`src/rtl/npu_kernel_loader.sv`:
```
// npu_kernel_loader: fetches kernel coefficients from weight memory into the kernel register file
module npu_kernel_loader #(
  parameter int DATA_W      = 8,
  parameter int KERNEL_SIZE = 9,
  parameter int NUM_KERNELS = 4,
  parameter int MEM_AW      = 10,
  parameter int REG_AW      = 6,
  parameter int KSEL_W      = 3
) (
  input  logic              i_clk,
  input  logic              i_rst_n,
  input  logic              i_start,
  input  logic              i_mode,
  input  logic [KSEL_W-1:0] i_kernel_sel,
  input  logic [MEM_AW-1:0] i_base_addr,
  input  logic              i_abort,
  output logic              o_mem_rd_en,
  output logic [MEM_AW-1:0] o_mem_rd_addr,
  input  logic [DATA_W-1:0] i_mem_rd_data,
  input  logic              i_mem_rd_valid,
  output logic              o_kreg_wr_en,
  output logic [REG_AW-1:0] o_kreg_wr_addr,
  output logic [DATA_W-1:0] o_kreg_wr_data,
  output logic              o_busy,
  output logic              o_done,
  output logic              o_err,
  output logic [2:0]        o_state,
  output logic [KSEL_W-1:0] o_kernel_idx
);
  localparam int EW = KERNEL_SIZE > 1 ? $clog2(KERNEL_SIZE) : 1;
  localparam logic [2:0] IDLE  = 3'd0;
  localparam logic [2:0] REQ   = 3'd1;
  localparam logic [2:0] WAIT  = 3'd2;
  localparam logic [2:0] WRITE = 3'd3;
  localparam logic [2:0] DONE  = 3'd4;
  logic [2:0]        state;
  logic              mode;
  logic              err;
  logic [KSEL_W-1:0] k;
  logic [EW-1:0]     e;
  logic [MEM_AW-1:0] base;
  logic [DATA_W-1:0] data;
  logic              last_e;
  logic              bad_sel;
  assign last_e  = e == EW'(KERNEL_SIZE - 1);
  assign bad_sel = i_mode && (i_kernel_sel >= KSEL_W'(NUM_KERNELS));
  // Sequencer: one read request, wait for its data, one register-file write per coefficient
  always_ff @(posedge i_clk) begin
    if (!i_rst_n) begin
      state <= IDLE;
      mode  <= 1'b0;
      err   <= 1'b0;
      k     <= '0;
      e     <= '0;
      base  <= '0;
      data  <= '0;
    end else if (i_abort) begin
      state <= IDLE;
      err   <= 1'b0;
      k     <= '0;
      e     <= '0;
    end else begin
      case (state)
        IDLE: if (i_start) begin
          mode  <= i_mode;
          base  <= i_base_addr;
          e     <= '0;
          k     <= i_mode && !bad_sel ? i_kernel_sel : '0;
          err   <= bad_sel;
          state <= bad_sel ? DONE : REQ;
        end
        REQ: state <= WAIT;
        WAIT: if (i_mem_rd_valid) begin
          data  <= i_mem_rd_data;
          state <= WRITE;
        end
        WRITE: begin
          e     <= last_e ? '0 : e + EW'(1);
          k     <= last_e ? k + KSEL_W'(1) : k;
          state <= last_e && (mode || k == KSEL_W'(NUM_KERNELS - 1)) ? DONE : REQ;
        end
        DONE: begin
          state <= IDLE;
          err   <= 1'b0;
          k     <= '0;
          e     <= '0;
        end
        default: state <= IDLE;
      endcase
    end
  end
  assign o_mem_rd_en    = state == REQ;
  assign o_mem_rd_addr  = base + MEM_AW'(k) * MEM_AW'(KERNEL_SIZE) + MEM_AW'(e);
  assign o_kreg_wr_en   = state == WRITE && !i_abort && i_rst_n;
  assign o_kreg_wr_addr = REG_AW'(k) * REG_AW'(KERNEL_SIZE) + REG_AW'(e);
  assign o_kreg_wr_data = data;
  assign o_busy         = state != IDLE;
  assign o_done         = state == DONE;
  assign o_err          = state == DONE && err;
  assign o_state        = state;
  assign o_kernel_idx   = k;
endmodule

```
`config.mk`:
```
export PLATFORM = sky130hd
export DESIGN_NAME = npu_kernel_loader
export DESIGN_NICKNAME = d
export VERILOG_FILES = /design/src/rtl/npu_kernel_loader.sv
export SDC_FILE = /design/constraint.sdc
export NUM_CORES = 1
export LEC_CHECK = 0
export CAP_MARGIN = 25
export CORE_MARGIN = 2
export CORE_UTILIZATION = 43
export DETAILED_ROUTE_END_ITERATION = 7
export HOLD_SLACK_MARGIN = 0.12
export PLACE_DENSITY = 0.77
export SETUP_SLACK_MARGIN = 0.02
export SYNTH_ARGS = -nofsm -noshare
export SYNTH_HDL_FRONTEND = slang
export SYNTH_SLANG_ARGS = --single-unit
```
`constraint.sdc`:
```
create_clock -name i_clk -period 2.8 [get_ports i_clk]
set_input_delay 0.42 -clock i_clk [delete_from_list [all_inputs] [get_ports i_clk]]
set_output_delay 0.42 -clock i_clk [all_outputs]
set_load 0.005 [all_outputs]
```
==> reports/results.txt <==
Detailed Routing Iterations Pass 1: 4
Number of I/O pins: 62
Number of antenna violations at the first check in global routing: 0
Arrival time reported for the critical path endpoint: 2760 ps
Layout Area Growth over Synthesis: 52.0%
Vias in the first global route: 1846
Final Cycle Share: 1.14
Largest voltage drop on the vdd net: 0.000283 V
Status: finished, violations left
Post-cts hold buffer count: 0
CTS tree: done
Number of nets at the end of the flow: 372
Crit path setup slack, layout: -381 ps
Global-route wire length before repair: 8220 um
Sequence of cells on the critical path: ha_4 -> inv_2 -> fa_1 -> inv_1 -> ha_2 -> fa_2 -> a21oi_2 -> o21ai_2 -> a2111oi_2 -> nand3b_1 -> buf_2
Simple-gate share of the synthesized area: 0.204
Pwr per Cell Area: 340 mW/mm^2
Total stage count of the critical path: 11
Wire length on met1: 2170 um
Buffers and inverters on the worst path: 3
Count of input and output buffers: 61
Post-route non-filler standard cell count: 382
Hold violation count in the final report: 0
Violations in the final reports: negative setup slack
Most area-hungry cell type in the Yosys netlist: sky130_fd_sc_hd__dfxtp_1
Category of the most critical setup path: flop to output port
Area inside the core boundary: 0.00472 sq mm
Kind of end point of the critical path: output port
Fraction of the mapped netlist area in adder cells: 0.196
Initial detailed-routing violation count: 20
Final-report max-slew violation count: 0
Delay of the slowest critical-path stage: 470 ps
Critical Path End: o_mem_rd_addr[9]
Average size of a mapped cell: 9.36 sq um
Count of vias placed by the detailed router: 1891
CP top delay family: adder cells
Number of maximum-capacitance violations: 0
Primary flip-flop cell chosen by synthesis mapping: sky130_fd_sc_hd__dfxtp_1
Launching element type of the critical path: flop
Area of the die: 0.00547 sq mm
Floorplan die height: 74.0 um
Setup violators final: 5
H-tree levels: 2
Worst Max-Slew Pin Slew: 727 ps
Cells after DPL: 369
Number of enable flip-flop cells after synthesis: 0
Number of distinct library cells after synthesis: 49
Reg-to-reg setup timing slack: 920 ps
Maximum number of pins on one net before global-route repair: 20
Top post-synthesis cells by count: sky130_fd_sc_hd__dfxtp_1 (30), sky130_fd_sc_hd__ha_1 (25), sky130_fd_sc_hd__inv_1 (20), sky130_fd_sc_hd__nor2b_1 (20), sky130_fd_sc_hd__mux2i_1 (19)
Total track usage: 0.196
RSZ-0062 raised after global routing: true
Rows: 25
Max transition margin: 0.514
Detailed route wirelength on metal3: 235 um
Synthesized net count: 282
Synth async-reset ratio: 0
Worst-skew pair later-pin latency: 280 ps
Drc violations: 0
Chip Width: 74.0 um
Clock tree sinks: 30
Total inserted antenna cells: 0
Total of flip-flops plus latches after synthesis: 30
Final Critical Period: 3180 ps
Share of the synthesized area in compound gates (AO/OA/AOI/OAI): 0.115
Total of warnings raised by yosys: 0
Synth top area share: 0.285
Hold WS: 468 ps
Final setup skew: 3.62 ps
Ratio of cells with drive above 1 in the final layout: 0.260
Main combinational cell family by area after synthesis: simple AND/OR/NAND/NOR gates
Detail Placement HPWL: 3690 um
Root buffer cell: sky130_fd_sc_hd__clkbuf_8
Max Freq: 314 MHz
Depth of the most critical reg-to-reg path: 4
Netlist Area Pre-Place: 0.00211 sq mm
Worst endpoint required time: 2380 ps
Crit-path slowest cell: sky130_fd_sc_hd__fa_1
Pleak: 0.00143 uW
Reg-to-Reg End: base[5]
Top-count cell post-synth: sky130_fd_sc_hd__dfxtp_1
Mux share of post-synthesis cell area: 0.0957
Xor and xnor area share after synthesis: 0.0416
Global placer's final weighted congestion: 0.880
Number of buffers inserted during clock tree synthesis: 5
Aggregate negative setup slack: -1160 ps
Synthesized instance count: 225
Post-detailed-route wirelength per cell: 13.3 um
Number of buffers between clock root and the deepest sink: 2
Critical Path Source: o_kernel_idx[1]
Post-CTS clock slew at the launch and capture registers of the worst setup and hold paths: 60 ps
Post-route ant nets: 0
Routed length on met2: 2590 um
Reg-to-reg startpoint: o_state[1]
Main area contributors after synthesis: sky130_fd_sc_hd__dfxtp_1 (29%), sky130_fd_sc_hd__ha_1 (15%), sky130_fd_sc_hd__mux2i_1 (9.0%)
Final Power: 1090 uW
Final WL: 5090 um
Via-per-instance ratio: 4.95
Hold WC Path Type: flop to flop
Top metal layer carrying routed signals: met4
Initial core utilization: 0.446
Max FO, Critical Path: 2
Grt total ovfl: 0
Sequential element share of the synthesized area: 0.285
Final standard cell utilization of the core: 0.678
## cells in the final DEF (no fill, tap or decap), types with 2 or more instances in the layout
cell                              count
sky130_fd_sc_hd__clkdlybuf4s50_1     51
sky130_fd_sc_hd__buf_4               28
sky130_fd_sc_hd__dfxtp_1             24
sky130_fd_sc_hd__nor2b_1             20
sky130_fd_sc_hd__mux2i_1             19
sky130_fd_sc_hd__inv_1               17
sky130_fd_sc_hd__nor2_1              17
sky130_fd_sc_hd__ha_1                16
sky130_fd_sc_hd__a21oi_1             10
sky130_fd_sc_hd__xnor2_1              8
sky130_fd_sc_hd__ha_4                 7
sky130_fd_sc_hd__nand2_1              6
sky130_fd_sc_hd__clkbuf_8             6
sky130_fd_sc_hd__buf_2                6
sky130_fd_sc_hd__nand3b_1             5
sky130_fd_sc_hd__nor3_1               5
sky130_fd_sc_hd__dfxtp_2              4
sky130_fd_sc_hd__inv_2                3
sky130_fd_sc_hd__a21oi_2              3
sky130_fd_sc_hd__o21ai_1              3
sky130_fd_sc_hd__fa_1                 3
sky130_fd_sc_hd__nor3b_1              2
sky130_fd_sc_hd__xor2_1               2
sky130_fd_sc_hd__o21bai_1             2
sky130_fd_sc_hd__nand3_1              2
sky130_fd_sc_hd__a21o_1               2
sky130_fd_sc_hd__fa_2                 2
sky130_fd_sc_hd__ha_2                 2
sky130_fd_sc_hd__dfxtp_4              2
sky130_fd_sc_hd__dlygate4sd2_1        2
sky130_fd_sc_hd__clkbuf_2             2
sky130_fd_sc_hd__buf_6                2
## flip-flops by register name, summed over array words and instances, names as in the netlist
signal and flops:
base 10, o_kernel_idx 3, e 4, mode 1, o_kreg_wr_data 8, err 1, o_state 3
## per-layer routing
metal  track usage  up-vias
met5             0        -
li1              -      958
met3        0.0339        8
met2         0.350       52
met4        0.0788        0
met1         0.233      873
## metrics by stage
step                      setup WS [ps]  cell area [sq um]
after floorplan                   -32.1               2140
after global placement             -539               2960
after detailed placement           -609               2960
after CTS                          -397               3170
after global routing               -464               3200
final                              -381               3200
## worst min-delay path, cell delays in order, from the launching register on
cell,delay [ps]
sky130_fd_sc_hd__dfxtp_1,300
sky130_fd_sc_hd__o31ai_1,60
sky130_fd_sc_hd__a21oi_1,60
## report_power, final
part           switching, uW  leakage (uW)  total, uW  internal, uW
Sequential              13.1      0.000247        451           438
Clock                    157     0.0000573        442           284
Combinational           77.7       0.00112        197           119
## cell families after synthesis
| family | Yosys count |
|---|---|
| AOI/OAI and AO/OA | 36 |
| xor gates and xnor gates | 10 |
| adders and majority gates | 30 |
| buffers and inverters | 28 |
| DFF | 30 |
| muxes | 20 |
| and+or+nand+nor | 71 |
## final cells by class
cell class	count	area, sq um
multi-input combinational	167	1520
clock inverter	1	30.0
sequential	30	613
timing repair buffer	91	801
clock buffer	6	82.6
tap	67	83.8
fill	410	1520
inverter	20	75.1
## worst min-delay path by stage
| stage | end | start | cells after the start | slack (ps) |
|---|---|---|---|---|
| floorplan | err | err | 2 | 440 |
| global placement | err | err | 2 | 460 |
| detailed placement | err | err | 2 | 460 |
| CTS | err | err | 2 | 470 |
| global route | err | err | 2 | 500 |
| finish | err | err | 2 | 470 |
## repair_timing
action / in CTS / in global routing
setup buffers: 3 / 3
pin swaps: 18 / 11
gates resized for setup: 45 / 11
setup endpoints to repair: 9 / 8
(Power assumes the default switching activity.)
